### src/rtl/binary_add_pkg.sv
// binary_add_pkg: shared constants, per-stage control bundle and helpers
// for the pipelined binary adder (binary_add_pipe).
package binary_add_pkg;

  localparam int DEF_WIDTH  = 16;
  localparam int DEF_STAGES = 2;

  // Control bundle that travels alongside each beat through the pipeline.
  // carry holds the chunk carry for intermediate stages; in the last stage
  // it holds the final carry/borrow as presented on cout.
  typedef struct packed {
    logic valid;
    logic carry;
    logic sub;
    logic ovf;
  } stage_ctrl_t;

  // Ceiling log2 for elaboration-time sizing.
  function automatic int clog2(input int value);
    int result;
    result = 0;
    for (int i = 0; i < 32; i++) begin
      if ((1 << i) < value) result = i + 1;
    end
    return result;
  endfunction

endpackage

### src/rtl/binary_add_chunk.sv
// binary_add_chunk: purely combinational CW-bit ripple full adder.
// Besides the carry out it exposes the carry into the chunk MSB, which the
// last pipeline stage needs to derive signed overflow.
module binary_add_chunk
  import binary_add_pkg::*;
#(
  parameter int CW = 8
) (
  input  logic [CW-1:0] a_i,
  input  logic [CW-1:0] b_i,
  input  logic          cin_i,
  output logic [CW-1:0] s_o,
  output logic          cout_o,
  output logic          cmsb_o
);

  logic [CW:0] carry;

  // Ripple the carry bit by bit from the chunk carry-in upward.
  always_comb begin
    carry    = '0;
    carry[0] = cin_i;
    for (int i = 0; i < CW; i++) begin
      carry[i+1] = (a_i[i] & b_i[i]) | (carry[i] & (a_i[i] ^ b_i[i]));
    end
  end

  assign s_o    = a_i ^ b_i ^ carry[CW-1:0];
  assign cout_o = carry[CW];
  assign cmsb_o = carry[CW-1];

endmodule

### src/rtl/binary_add_pipe.sv
// binary_add_pipe: WIDTH-bit add/subtract split into STAGES registered
// ripple chunks, with valid/ready handshake and global stall.
// Optional feature macro: BINARY_ADD_SAT_EN enables signed saturation of
// the result in the last stage when overflow occurs.
module binary_add_pipe
  import binary_add_pkg::*;
#(
  parameter int WIDTH  = DEF_WIDTH,
  parameter int STAGES = DEF_STAGES
) (
  input  logic             clk,
  input  logic             rst_n,
  input  logic             in_valid,
  output logic             in_ready,
  input  logic [WIDTH-1:0] a,
  input  logic [WIDTH-1:0] b,
  input  logic             cin,
  input  logic             sub,
  output logic             out_valid,
  input  logic             out_ready,
  output logic [WIDTH-1:0] sum,
  output logic             cout,
  output logic             ovf
);

  localparam int CW = WIDTH / STAGES;

  logic stall;
  logic advance;
  logic accept;

  assign stall    = out_valid & ~out_ready;
  assign advance  = ~stall;
  assign in_ready = ~stall;
  assign accept   = in_valid & in_ready;

  for (genvar k = 0; k < STAGES; k++) begin : g_stage
    logic [WIDTH-1:0] aIn;
    logic [WIDTH-1:0] bIn;
    logic [WIDTH-1:0] sumIn;
    stage_ctrl_t      ctrlIn;

    logic [CW-1:0]    chunkS;
    logic             chunkCout;
    logic             chunkCmsb;

    logic [WIDTH-1:0] sum_d;
    logic             carry_d;
    logic             ovf_d;

    logic [WIDTH-1:0] a_q;
    logic [WIDTH-1:0] b_q;
    logic [WIDTH-1:0] sum_q;
    stage_ctrl_t      ctrl_q;

    if (k == 0) begin : g_src
      // Stage 0 takes operands straight from the ports; subtraction becomes
      // A + ~B + ~cin.
      assign aIn    = a;
      assign bIn    = sub ? ~b : b;
      assign sumIn  = '0;
      assign ctrlIn = '{valid: accept, carry: cin ^ sub, sub: sub, ovf: 1'b0};
    end else begin : g_src
      assign aIn    = g_stage[k-1].a_q;
      assign bIn    = g_stage[k-1].b_q;
      assign sumIn  = g_stage[k-1].sum_q;
      assign ctrlIn = g_stage[k-1].ctrl_q;
    end

    binary_add_chunk #(
      .CW(CW)
    ) u_chunk (
      .a_i   (aIn[k*CW +: CW]),
      .b_i   (bIn[k*CW +: CW]),
      .cin_i (ctrlIn.carry),
      .s_o   (chunkS),
      .cout_o(chunkCout),
      .cmsb_o(chunkCmsb)
    );

    // Merge this chunk into the partial sum; the last stage also forms the
    // borrow, overflow and (optionally) the saturated result.
    always_comb begin
      sum_d              = sumIn;
      sum_d[k*CW +: CW]  = chunkS;
      ovf_d              = chunkCmsb ^ chunkCout;
      carry_d            = chunkCout;
      if (k == STAGES - 1) begin
        carry_d = chunkCout ^ ctrlIn.sub;
`ifdef BINARY_ADD_SAT_EN
        if (ovf_d) begin
          sum_d = aIn[WIDTH-1] ? {1'b1, {(WIDTH-1){1'b0}}}
                               : {1'b0, {(WIDTH-1){1'b1}}};
        end
`endif
      end
    end

    // Stage register: valid advances every unstalled cycle so bubbles flow;
    // data only loads for real beats so the output holds its last value.
    always_ff @(posedge clk or negedge rst_n) begin
      if (!rst_n) begin
        a_q    <= '0;
        b_q    <= '0;
        sum_q  <= '0;
        ctrl_q <= '0;
      end else if (advance) begin
        ctrl_q.valid <= ctrlIn.valid;
        if (ctrlIn.valid) begin
          a_q          <= aIn;
          b_q          <= bIn;
          sum_q        <= sum_d;
          ctrl_q.carry <= carry_d;
          ctrl_q.sub   <= ctrlIn.sub;
          ctrl_q.ovf   <= ovf_d;
        end
      end
    end
  end

  assign out_valid = g_stage[STAGES-1].ctrl_q.valid;
  assign sum       = g_stage[STAGES-1].sum_q;
  assign cout      = g_stage[STAGES-1].ctrl_q.carry;
  assign ovf       = g_stage[STAGES-1].ctrl_q.ovf;

endmodule

### config.mk
export PLATFORM = sky130hd
export DESIGN_NAME = binary_add_pipe
export DESIGN_NICKNAME = d
export VERILOG_FILES = /design/src/rtl/binary_add_pkg.sv /design/src/rtl/binary_add_chunk.sv /design/src/rtl/binary_add_pipe.sv
export SDC_FILE = /design/constraint.sdc
export NUM_CORES = 1
export LEC_CHECK = 0
export ABC_AREA = 1
export BUFFER_PORTS_ARGS = -buffer_cell sky130_fd_sc_hd__buf_2
export CAP_MARGIN = 5
export CORE_MARGIN = 1
export CORE_UTILIZATION = 40
export DETAILED_ROUTE_END_ITERATION = 12
export SLEW_MARGIN = 30
export SYNTH_ARGS = -nofsm -noshare
export SYNTH_HDL_FRONTEND = slang
export SYNTH_HIERARCHICAL = 1
export SYNTH_SLANG_ARGS = --single-unit
### constraint.sdc
create_clock -name clk -period 10.3 [get_ports clk]
set_input_delay 1.545 -clock clk [delete_from_list [all_inputs] [get_ports clk]]
set_output_delay 1.545 -clock clk [all_outputs]
set_load 0.02 [all_outputs]
Word level (Yosys, flattened, before mapping)
Index checks and enable logic that the tools add are counted.

word-level totals
  memory bits (read-only) = 0
  bits in latches = 0
  bits in registers = 62
  bits in writable memories = 0
  output and inout port bits = 20
  memories kept = 0

cells by class
  magnitude comparators = 0
  divide/modulo/power cells = 0
  shift-type cells = 0
  $add $sub $neg = 0
  mux-type cells = 1
  equality and inequality tests = 0
  reduce and logical (&&, ||, !) cells = 2
  bitwise gates (word level) = 76
  multiply operators = 0

operators by type and width
  cell                 number
  AND 1 bit            34
  bitwise XOR 8 bit    4
  bitwise XOR 1 bit    19
  two-way mux 16 bit   1
  NOT 16 bit           1
  OR 1 bit             16
  AND reduction 2 bit  2
  NOT 1 bit            2

Depth between registers and ports, before layout
Gate-level depths: netlist of run 1.

  word-level depth = 19
  gate-level depth with buffers = 15
  gate-level depth less buffers = 15

Hierarchy
Netlist of run 1, hierarchy kept.

modules (own cells, without submodules)
  module            cells an instance  times used  area an instance (µm²)
  binary_add_pipe   252                1           2092.0
  binary_add_chunk  16                 2           190.2

Worst setup path before layout of run 1
Ideal clock, no wire load.

  path type = input-to-reg
  from = in sub
  to = reg g_stage[0].sum_q[7]
  setup time = 0.117 ns
  required time = 10.183 ns
  path buffers = 2
  path slack = 5.262 ns
  stages = 15
  data arrival time = 4.921 ns
  cell sequence = buf_2 -> buf_4 -> xor2_1 -> fa_1 -> fa_1 -> fa_1 -> fa_1 -> fa_1 -> inv_1 -> fa_1 -> fa_1 -> inv_1 -> fa_1 -> nand3_1 -> nand2_1

on the way
  longest elaborated chain between the ends = 17

RTL lines
  element                   RTL line                RTL
  start, declared           binary_add_pipe.sv:18   input logic sub,
  two-way mux 16 bit *      binary_add_pipe.sv:60   assign bIn = sub ? ~b : b;
  net g_stage[0].bIn[0]     binary_add_pipe.sv:39   logic [WIDTH-1:0] bIn;
  bitwise XOR 1 bit         binary_add_chunk.sv:24  carry[i+1] = (a_i[i] & b_i[i]) | (carry[i] & (a_i[i] ^ b_i[i]));
  AND 1 bit                 binary_add_chunk.sv:24
  OR 1 bit *                binary_add_chunk.sv:24
  AND 1 bit *               binary_add_chunk.sv:24
  OR 1 bit *                binary_add_chunk.sv:24
  AND 1 bit *               binary_add_chunk.sv:24
  [... 4 more ...]          --
  OR 1 bit *                binary_add_chunk.sv:24
  AND 1 bit *               binary_add_chunk.sv:24
  OR 1 bit *                binary_add_chunk.sv:24
  AND 1 bit *               binary_add_chunk.sv:24
  OR 1 bit *                binary_add_chunk.sv:24
  net g_stage[0].chunkCmsb  binary_add_pipe.sv:45   logic chunkCmsb;
  bitwise XOR 8 bit *       binary_add_chunk.sv:28  assign s_o = a_i ^ b_i ^ carry[CW-1:0];
  net g_stage[0].chunkS[7]  binary_add_pipe.sv:43   logic [CW-1:0] chunkS;
  end signal, assigned      binary_add_pipe.sv:112  sum_q <= sum_d;
  end, declared             binary_add_pipe.sv:53   logic [WIDTH-1:0] sum_q;

Mark *: on every way through the listed nets, which the timed path passes. The rest lies on a longest branch.
A chain may end at the register's enable or synchronous reset.

Final worst setup path of run 1
Same ends and word-level chain as after synthesis.

==> summary.md, run 1 <==
| Metric | Value |
|---|---|
| Status | complete, no violations |
| Gpl congestion | 0.719 |
| Vias per cell | approximately 4.4 |
| Drt pass-1 iters | 6 |
| Skew final | ~0.0053 ns |
| Netlist cell types | 13 |
| Post-DP HPWL | around 3.4 mm |
| TritonCTS clock tree | done |
| Clk slew on worst S/H paths | about 0.080 ns |
| Grt ovf | 0 |
| Bufs on Longest Clock Path | 2 |
| Count of input and output buffers | between 50 and 60 |
| Yosys Warn Count | 6 |
| Max incr delay on CP | around 0.47 ns |
| Critical-path cell list | buf_2 > xor2_1 > fa_1 > fa_1 > fa_1 > fa_1 > fa_1 > inv_1 > fa_1 > fa_1 > inv_1 > fa_1 > nand3_1 > nand2_1 |
| Worst relative slew slack | between 50% and 60% |
| IO Pins | between 50 and 60 |
| CTS buffer count | 5 |
| Hold Buf Count CTS | 0 |
| Setup CP Type | input pin to register |
| Final Setup Violations | 0 |
| Critical path launch point type | input pin |
| Pwr Total | between 0.5 and 0.6 mW |
| RSZ-0062 raised after global routing | no |
| Yosys reg bits | 46 |
| Root buf cell | clkbuf_8 |
| Endpoints failing hold | 0 |
| Crit path max fanout | 19 |
| Sequential share of power | a little under half |
| Fin nets | roughly 400 |
| Starting Density | between 40 and 50% |
| Die Wd | just over 80 µm |
| Required @ worst endpoint | 10.54 ns |
| Vias in the first global route | 1675 |
| Setup bufs post-CTS | 0 |
| Mean Syn Cell Area | just under 9 µm² |
| Layout cells sized above 1 | 20.2% |
| Combinational Power Share | approximately 34% |
| H-tree Lvls | 2 |
| Antenna violations before repair | 0 |
| Clock insertion delay at the later pin of the skew report | about 0.30 ns |
| Routed len/inst | roughly 11 µm |
| Seq/Total Area, Yosys | between 40% and 50% |
| First-pass GRT wire length | 7.55 mm |
| Wirelength, routed | between 4 and 5 mm |
| GRT Total Usage | ~16% |
| Core area | about 6000 µm² |
| Syn_nets | 338 |
| Worst-margin pin slew | slightly below 0.7 ns |
| P_leak | ~1.6 nW |
| Antenna-violating nets left | 0 |
| F_max | ~200 MHz |
| Power Dens Cells | between 200 and 250 nW/µm² |
| Antenna Cells | 0 |
| Total die area | between 6000 and 7000 µm² |
| # rows | 28 |
| Pint | 0.359 mW |
| Hold Crit Class | register to register |
| Period utilization | roughly 47% |
| Critical Path AT | a little over 5 ns |
| Final setup TNS | 0 ns |
| Switching pwr | between 0.2 and 0.25 mW |
| Max IR drop VDD | between 0.00006 and 0.00007 V |
| Post-cts sizing count | 0 |
| Pin count of the biggest net entering global routing | between 40 and 50 |
| Tmin final | slightly below 5 ns |
| Die Height | approximately 81 µm |
| Switching part of the total power | between 30 and 40% |
| DRC viols | 0 |
| CP endpoint kind | register |
| Clock power share | between 15 and 20% |
| Cells after synthesis | about 280 |
| Max-slew violation count | 0 |
| CP max stage cell | fa_1 |
| Vias | 1821 |
| 1st-iter DRT viols | 91 |
| Max Cap Viol | 0 |
| Most frequent CP cell | fa_1 |
| Netlist area before placement | around 2500 µm² |
| Area delta synth->final | 14.8% |
| Clk sink count | 46 |
[final cells by class]
cell class / instances / area (µm²)
Clock buffer: 7 / 86.3
Timing Repair Buffer: 57 / 288
Sequential cell: 46 / 1150
Multi-Input combinational cell: 194 / 1100
Clock inverter: 1 / 5.00
Tap cell: 75 / 93.8
Fill cell: 609 / 3120
Inverter: 31 / 116
[power by group through the flow]
stage	Combinational [mW]	Clock [mW]	Sequential [mW]
floorplan	0.103	0	0.303
global placement	0.196	0	0.269
detailed placement	0.200	0	0.270
CTS	0.200	0.116	0.267
global route	0.226	0.122	0.273
finish	0.195	0.113	0.266
[per-layer routing]
layer,track usage (%),wire length [µm],share of wire [%],up-vias
li1,-,-,-,954
met1,21.3,2260,50,819
met2,24.2,1970,44,40
met3,2.05,182,4.0,8
met4,7.50,96,2.1,0
met5,0,0,0,-
[cell usage in the layout (no fill, tap or decap)]
master	n
clkbuf_8	6
a21oi_1	1
inv_1	31
xor2_1	9
buf_4	1
a21oi_4	1
o21ai_0	1
clkinv_2	1
clkbuf_1	1
nand2_2	3
nand2_1	129
fa_1	16
buf_2	56
dfrtp_1	46
nand3_1	34
[registers in the layout, indices dropped and copies added (netlist names)]
register        count
out_valid           1
g_stage.ctrl_q      3
g_stage.sum_q       8
cout                1
sum                16
g_stage.a_q         8
ovf                 1
g_stage.b_q         8
[worst max-delay path, delay by kind of cell]
kind	cells	cell delay [ns]
XOR/XNOR	1	0.16
AND/OR/NAND/NOR	2	0.17
adder cells (fa/ha/maj)	8	2.75
buffers and inverters	3	0.47
[through the flow]
stage	hold slack (ns)	worst slack [ns]	util [%]	cell area, µm²	std cells
2_1_floorplan	0.442	5.26	-	2470	284
3_3_place_gp	0.450	5.17	46.1	2750	403
3_5_place_dp	0.454	5.13	46.1	2750	403
4_1_cts	0.474	5.44	47.7	2840	411
5_1_grt	0.495	5.26	47.7	2840	411
6_report	0.471	5.44	47.7	2840	411
[synthesized netlist by cell type]
cell type	number	area [µm²]
a21oi_1	1	5.00
inv_1	31	116
o21ai_0	1	5.00
fa_1	16	320
buf_2	4	20.0
nand3_1	34	170
nand2_1	129	484
buf_4	4	30.0
xor2_1	9	78.8
a21oi_4	1	16.3
nand2_2	3	18.8
buf_6	5	56.3
dfrtp_1	46	1150
[final timing paths]
path                              startpoint                    to  slack, ns  cells after the start
max in group asynchronous              rst_n  g_stage[0].ctrl_q[2]       8.68                      1
setup reg to reg           g_stage[0].a_q[8]                   ovf       6.66                     15
hold / removal                       sum[10]               sum[10]       0.47                      2
hold reg to reg                      sum[10]               sum[10]       0.47                      2
setup / recovery                         sub   g_stage[0].sum_q[7]       5.44                     14
min in group asynchronous              rst_n               sum[12]       1.23                      1
[cells by family after synthesis]
kind of cell,Yosys count,share of synthesized area [%]
adder cells (fa/ha/maj),16,13.0
AND/OR/NAND/NOR,166,27.2
buffers and inverters,44,9.01
flip-flops,46,46.6
AO/OA/AOI/OAI,3,1.06
XOR/XNOR,9,3.19
(Power assumes the default switching activity.)
==> run 2, diff against run 1 <==
Clock period 10.3 ns to 4.42 ns, I/O delays scaled along.
==> summary.md, run 2 (synthesis results as in run 1) <==
| Metric | Value |
|---|---|
| Status | complete, no violations |
| Pin count of the biggest net entering global routing | 47 (unchanged) |
| Tmin final | ~3.8 ns |
| Final Setup Violations | 0 (unchanged) |
| F_max | between 200 and 300 MHz |
| Total die area | 6500 µm² (unchanged) |
| Power Dens Cells | 483 nW/µm² (+140%) |
| Final cell count without fillers | 412 (+0.24%) |
| Placed Cells | 404 (+0.25%) |
| CP endpoint kind | register |
| # rows | 28 (unchanged) |
| Critical Path AT | 4.03 ns (-1.07 ns) |
| Final setup TNS | 0 ns (unchanged) |
| Layout cells sized above 1 | 20.2% (-0.060 points) |
| DRC viols | 0 (unchanged) |
| R2R Setup Slk | 0.74 ns (-5.92 ns) |
| Core area | 5960 µm² (unchanged) |
| Period utilization | approximately 86% |
| Fin nets | 390 (+0.26%) |
| Antenna Cells | 0 (unchanged) |
| Hold Crit Class | input pin to asynchronous set/reset pin |
| Antenna violations before repair | 0 (unchanged) |
| Clk sink count | 46 (unchanged) |
| Worst-margin pin slew | 0.689 ns (+0.00753 ns) |
| Hold Buf Count CTS | 0 (unchanged) |
| GRT Total Usage | 16.0% (+0.48 points) |
| Antenna-violating nets left | 0 (unchanged) |
| Core Util, Final | 48.0% (+0.38 points) |
| Setup CP Type | input pin to register |
| CP bufs+invs | 3 (unchanged) |
| Grt ovf | 0 (unchanged) |
| Drt pass-1 iters | 4 (-2) |
| Vias per cell | 4.50 (+1.6%) |
| Die Wd | 80.6 µm (unchanged) |
| Clock insertion delay at the later pin of the skew report | 0.29 ns (about the same) |
| Setup ws final | 0.620 ns (-4.82 ns) |
| Bufs on Longest Clock Path | 2 (unchanged) |
| Root buf cell | clkbuf_8 |
| CTS buffer count | 5 (unchanged) |
| Critical-path cell list | buf_2 > xor2_1 > fa_1 > fa_1 > fa_1 > fa_1 > fa_1 > inv_1 > fa_1 > fa_1 > inv_1 > fa_1 > nand3_1 > nand2_1 |
| Area delta synth->final | 15.7% |
| Max IR drop VDD | 0.000195 V (+190%) |
| Crit path max fanout | 3 (-16) |
| Clk slew on worst S/H paths | 0.08 ns (about the same) |
| Critical path launch point type | input pin |
| H-tree Lvls | 2 (unchanged) |
| Most frequent CP cell | fa_1 |
| P_leak | 1.65 nW (+0.55%) |
| First-pass GRT wire length | 7.89 mm (+4.6%) |
| Endpoints failing hold | 0 (unchanged) |
| Count of input and output buffers | 57 (unchanged) |
| Die Height | 80.6 µm (unchanged) |
| Leading cell type in the layout, fill and taps excluded | nand2_1 |
| Most frequent cells in the layout | nand2_1 (129), buf_2 (56), dfrtp_1 (46) |
| Setup bufs post-CTS | 0 (unchanged) |
| RSZ-0062 raised after global routing | no |
| 1st-iter DRT viols | 85 (-6.6%) |
| IO Pins | 58 (unchanged) |
| Uppermost layer routed | met4 |
| Met1 Wirelength | 2.25 mm (-0.62%) |
| Max Cap Viol | 0 (unchanged) |
| Max-slew violation count | 0 (unchanged) |
| Max incr delay on CP | 0.47 ns (about the same) |
| Skew final | 0.00562 ns (+0.000344 ns) |
| CP max stage cell | fa_1 |
| Post-DP HPWL | 3.42 mm (+2.1%) |
| Vias in the first global route | 1723 (+2.9%) |
| Routed len/inst | 11.3 µm (+3.2%) |
| Post-cts sizing count | 0 (unchanged) |
| Routed wl met2 | 2.13 mm (+8.0%) |
| Required @ worst endpoint | 4.65 ns (-5.89 ns) |
| Top Family by Delay on Critical Path | adder cells |
| Pre-CTS setup slack | 0.285 ns (-4.84 ns) |
| Gpl congestion | 0.755 (+5.1%) |
| Detail Route met3 WL | 211 µm (+16%) |
| Number of flip-flops in the largest register | 16 (unchanged) |
| Starting Density | 41.5% (unchanged) |
| Worst relative slew slack | 53.9% (-0.50 points) |
| Wirelength, routed | 4.67 mm (+3.5%) |
| Vias | 1854 (+1.8%) |
| TritonCTS clock tree | done |
==> run 2: layout make-up <==
type                    instances  area [µm²]
well taps                      75        93.8
repair buffers                 58         295
clock buffers                   7        76.3
inverters                      31         116
multi-input cells             194        1100
fillers                       611        3090
flip-flops and latches         46        1150
clock inverters                 1        30.0
==> run 2: stage by stage <==
step | instance area [µm²] | hold slack, ns | power (mW)
floorplan | 2470 | 0.367 | 0.945
global placement | 2750 | 0.450 | 1.08
detailed placement | 2760 | 0.453 | 1.10
CTS | 2860 | 0.376 | 1.40
global route | 2860 | 0.400 | 1.50
finish | 2860 | 0.357 | 1.38
==> run 2: report_power, final <==
| group | switching (mW) | leakage (nW) | internal, mW |
|---|---|---|---|
| Sequential | 0.0805 | 0.570 | 0.542 |
| Combinational | 0.288 | 1.03 | 0.172 |
| Clock | 0.132 | 0.0524 | 0.169 |
==> run 2: worst paths after layout <==
kind                                  endpoint  cells past startpoint              start
max in group asynchronous  g_stage[0].sum_q[4]                      1              rst_n
setup reg to reg                           ovf                     15  g_stage[0].a_q[8]
min in group clk                        sum[8]                      2             sum[8]
hold / removal                         sum[11]                      1              rst_n
setup / recovery           g_stage[0].sum_q[7]                     14                sub
hold reg to reg                         sum[8]                      2             sum[8]
==> run 2: layer usage <==
| layer | global-route usage (%) | vias up |
|---|---|---|
| li1 | - | 954 |
| met1 | 22.0 | 848 |
| met2 | 25.1 | 46 |
| met3 | 2.95 | 6 |
| met4 | 5.89 | 0 |
| met5 | 0 | - |
==> run 2: worst reg2reg max path, stage by stage (launching register included) <==
cell and delay (ns):
dfrtp_1 0.42, fa_1 0.45, fa_1 0.40, fa_1 0.39, fa_1 0.38, fa_1 0.36, inv_1 0.07, fa_1 0.18
fa_1 0.16, inv_1 0.07, fa_1 0.41, inv_1 0.10, nand2_1 0.05, nand2_1 0.06, nand2_1 0.07, nand2_1 0.06
==> run 3, diff against run 2 <==
Settings changed: RECOVER_POWER from default to 100.
==> summary.md, run 3 (synthesis results as in run 1) <==
| Metric | Value |
|---|---|
| Status | finished with violations |
| Failing checks | max-capacitance violations, max-slew violations |
| Crit. Startpoint | sub |
| Starting Density | 41.5% (unchanged) |
| Skew final | 0.00611 ns (+0.000487 ns) |
| Fin nets | 390 (unchanged) |
| Clk slew on worst S/H paths | 0.08 ns (about the same) |
| Final setup TNS | 0 ns (unchanged) |
| Die Wd | 80.6 µm (unchanged) |
| CP endpoint kind | register |
| Die Height | 80.6 µm (unchanged) |
| CTS buffer count | 5 (unchanged) |
| 1st-iter DRT viols | 115 (+35%) |
| Drt pass-1 iters | 4 (unchanged) |
| Setup bufs post-CTS | 0 (unchanged) |
| Final Setup Violations | 0 (unchanged) |
| R2R depth | 15 (unchanged) |
| Most frequent cells in the layout | nand2_1 (132), dfrtp_1 (46), buf_2 (35) |
| Pin count of the biggest net entering global routing | 47 (unchanged) |
| Setup CP Type | input pin to register |
| Worst relative slew slack | -58.2% (-110 points) |
| Required @ worst endpoint | 4.65 ns (about the same) |
| Max-slew violation count | 47 (+47) |
| Critical path launch point type | input pin |
| Tightest hold margin | 0.472 ns (+0.115 ns) |
| Routed len/inst | 11.4 µm (+0.43%) |
| # rows | 28 (unchanged) |
| Pre-CTS setup slack | 0.285 ns (unchanged) |
| IO Pins | 58 (unchanged) |
| RSZ-0062 raised after global routing | no |
| H-tree Lvls | 2 (unchanged) |
| Post-cts sizing count | 0 (unchanged) |
| Crit path max fanout | 3 (unchanged) |
| First-pass GRT wire length | 7.89 mm (unchanged) |
| Antenna-violating nets left | 0 (unchanged) |
| Max Cap Viol | 1 (+1) |
| Root buf cell | clkbuf_8 |
| Vias | 1848 (-0.32%) |
| Post-DP HPWL | 3.42 mm (unchanged) |
| R2R Setup Slk | 0.74 ns (about the same) |
| Clk sink count | 46 (unchanged) |
| Core area | 5960 µm² (unchanged) |
| GRT Total Usage | 16.0% (unchanged) |
| F_max | 260 MHz (-1.0%) |
| Clock insertion delay at the later pin of the skew report | 0.29 ns (about the same) |
| Hold Buf Count CTS | 0 (unchanged) |
| P_leak | 1.58 nW (-4.3%) |
| Gpl congestion | 0.755 (unchanged) |
| Period utilization | 86.9% (+0.89 points) |
| Worst-margin pin slew | 2.37 ns (+1.68 ns) |
| Max IR drop VDD | 0.000194 V (-0.58%) |
| DRC viols | 0 (unchanged) |
| Grt ovf | 0 (unchanged) |
| Leading cell type in the layout, fill and taps excluded | nand2_1 |
| Hold Crit Class | register to register |
| Antenna Cells | 0 (unchanged) |
| Endpoints failing hold | 0 (unchanged) |
| Worst R2R Start | g_stage[0].a_q[8] |
| Vias per cell | 4.49 (-0.32%) |
| Critical Path AT | 4.07 ns (+0.04 ns) |
| Tmin final | 3.84 ns (+0.0393 ns) |
| Vias in the first global route | 1723 (unchanged) |
| FF-to-FF End | ovf |
| Count of input and output buffers | 57 (unchanged) |
| Antenna violations before repair | 0 (unchanged) |
| Power Dens Cells | 483 nW/µm² (about the same) |
| TritonCTS clock tree | done |
| Total die area | 6500 µm² (unchanged) |
| Layout cells sized above 1 | 12.8% (-7.4 points) |
| Wirelength, routed | 4.69 mm (+0.43%) |
| Area delta synth->final | 14.2% |
| Setup crit end | g_stage[0].sum_q[7] |
| Pwr Total | 1.36 mW (-1.4%) |
| Setup ws final | 0.581 ns (-0.0393 ns) |
| Fillers | 621 (+1.6%) |
| Number of flip-flops in the largest register | 16 (unchanged) |
| Bufs on Longest Clock Path | 2 (unchanged) |
-- run 3: cell types whose count changed in the layout (fill, tap and decap cells not counted) --
cell,previous run,this run
buf_4,2,1
clkbuf_1,2,24
nand2_1,129,132
nand2_2,3,0
buf_2,56,35
-- run 3: how the worst min path moves through the flow --
stage	slack [ns]	to	startpoint	cells after the start
3_3_place_gp	0.45	sum[2]	sum[2]	2
2_1_floorplan	0.37	cout	rst_n	0
4_1_cts	0.38	sum[9]	rst_n	1
3_5_place_dp	0.45	sum[6]	sum[6]	2
6_report	0.47	sum[6]	sum[6]	2
5_1_grt	0.50	sum[3]	sum[3]	2
-- run 3: worst max-delay path, stage by stage --
cell and delay, ns:
clkbuf_1 0.12, xor2_1 0.19, fa_1 0.42, fa_1 0.39, fa_1 0.39, fa_1 0.39, fa_1 0.36, inv_1 0.07
fa_1 0.18, fa_1 0.17, inv_1 0.05, fa_1 0.47, nand3_1 0.07, nand2_1 0.13
-- run 3: layer usage --
metal / track usage, % / up-vias / part of all wire [%]
met3: 2.95 / 6 / 4.5
met1: 22.0 / 842 / 49
li1: - / 956 / -
met4: 5.89 / 0 / 1.7
met5: 0 / - / 0
met2: 25.1 / 44 / 45
-- run 3: report_power, final --
group	internal (mW)	leakage, nW	switching (mW)
registers	0.542	0.570	0.0825
clock network	0.169	0.0524	0.132
logic	0.150	0.960	0.289
-- run 3: layout make-up --
class | count | area (µm²) | share of cell area [%]
Sequential cell | 46 | 1150 | 40.8
Multi-Input combinational cell | 194 | 1090 | 38.6
Timing Repair Buffer | 58 | 265 | 9.39
Inverter | 31 | 116 | 4.12
Tap cell | 75 | 93.8 | 3.32
Clock buffer | 7 | 76.3 | 2.70
Clock inverter | 1 | 30.0 | 1.06
-- run 3: stage by stage --
| stage | std cells | cell area (µm²) | utilization (%) |
|---|---|---|---|
| 2_1_floorplan | 284 | 2470 | - |
| 3_3_place_gp | 404 | 2750 | 46.2 |
| 3_5_place_dp | 404 | 2760 | 46.3 |
| 4_1_cts | 412 | 2860 | 48.0 |
| 5_1_grt | 412 | 2820 | 47.4 |
| 6_report | 412 | 2820 | 47.4 |
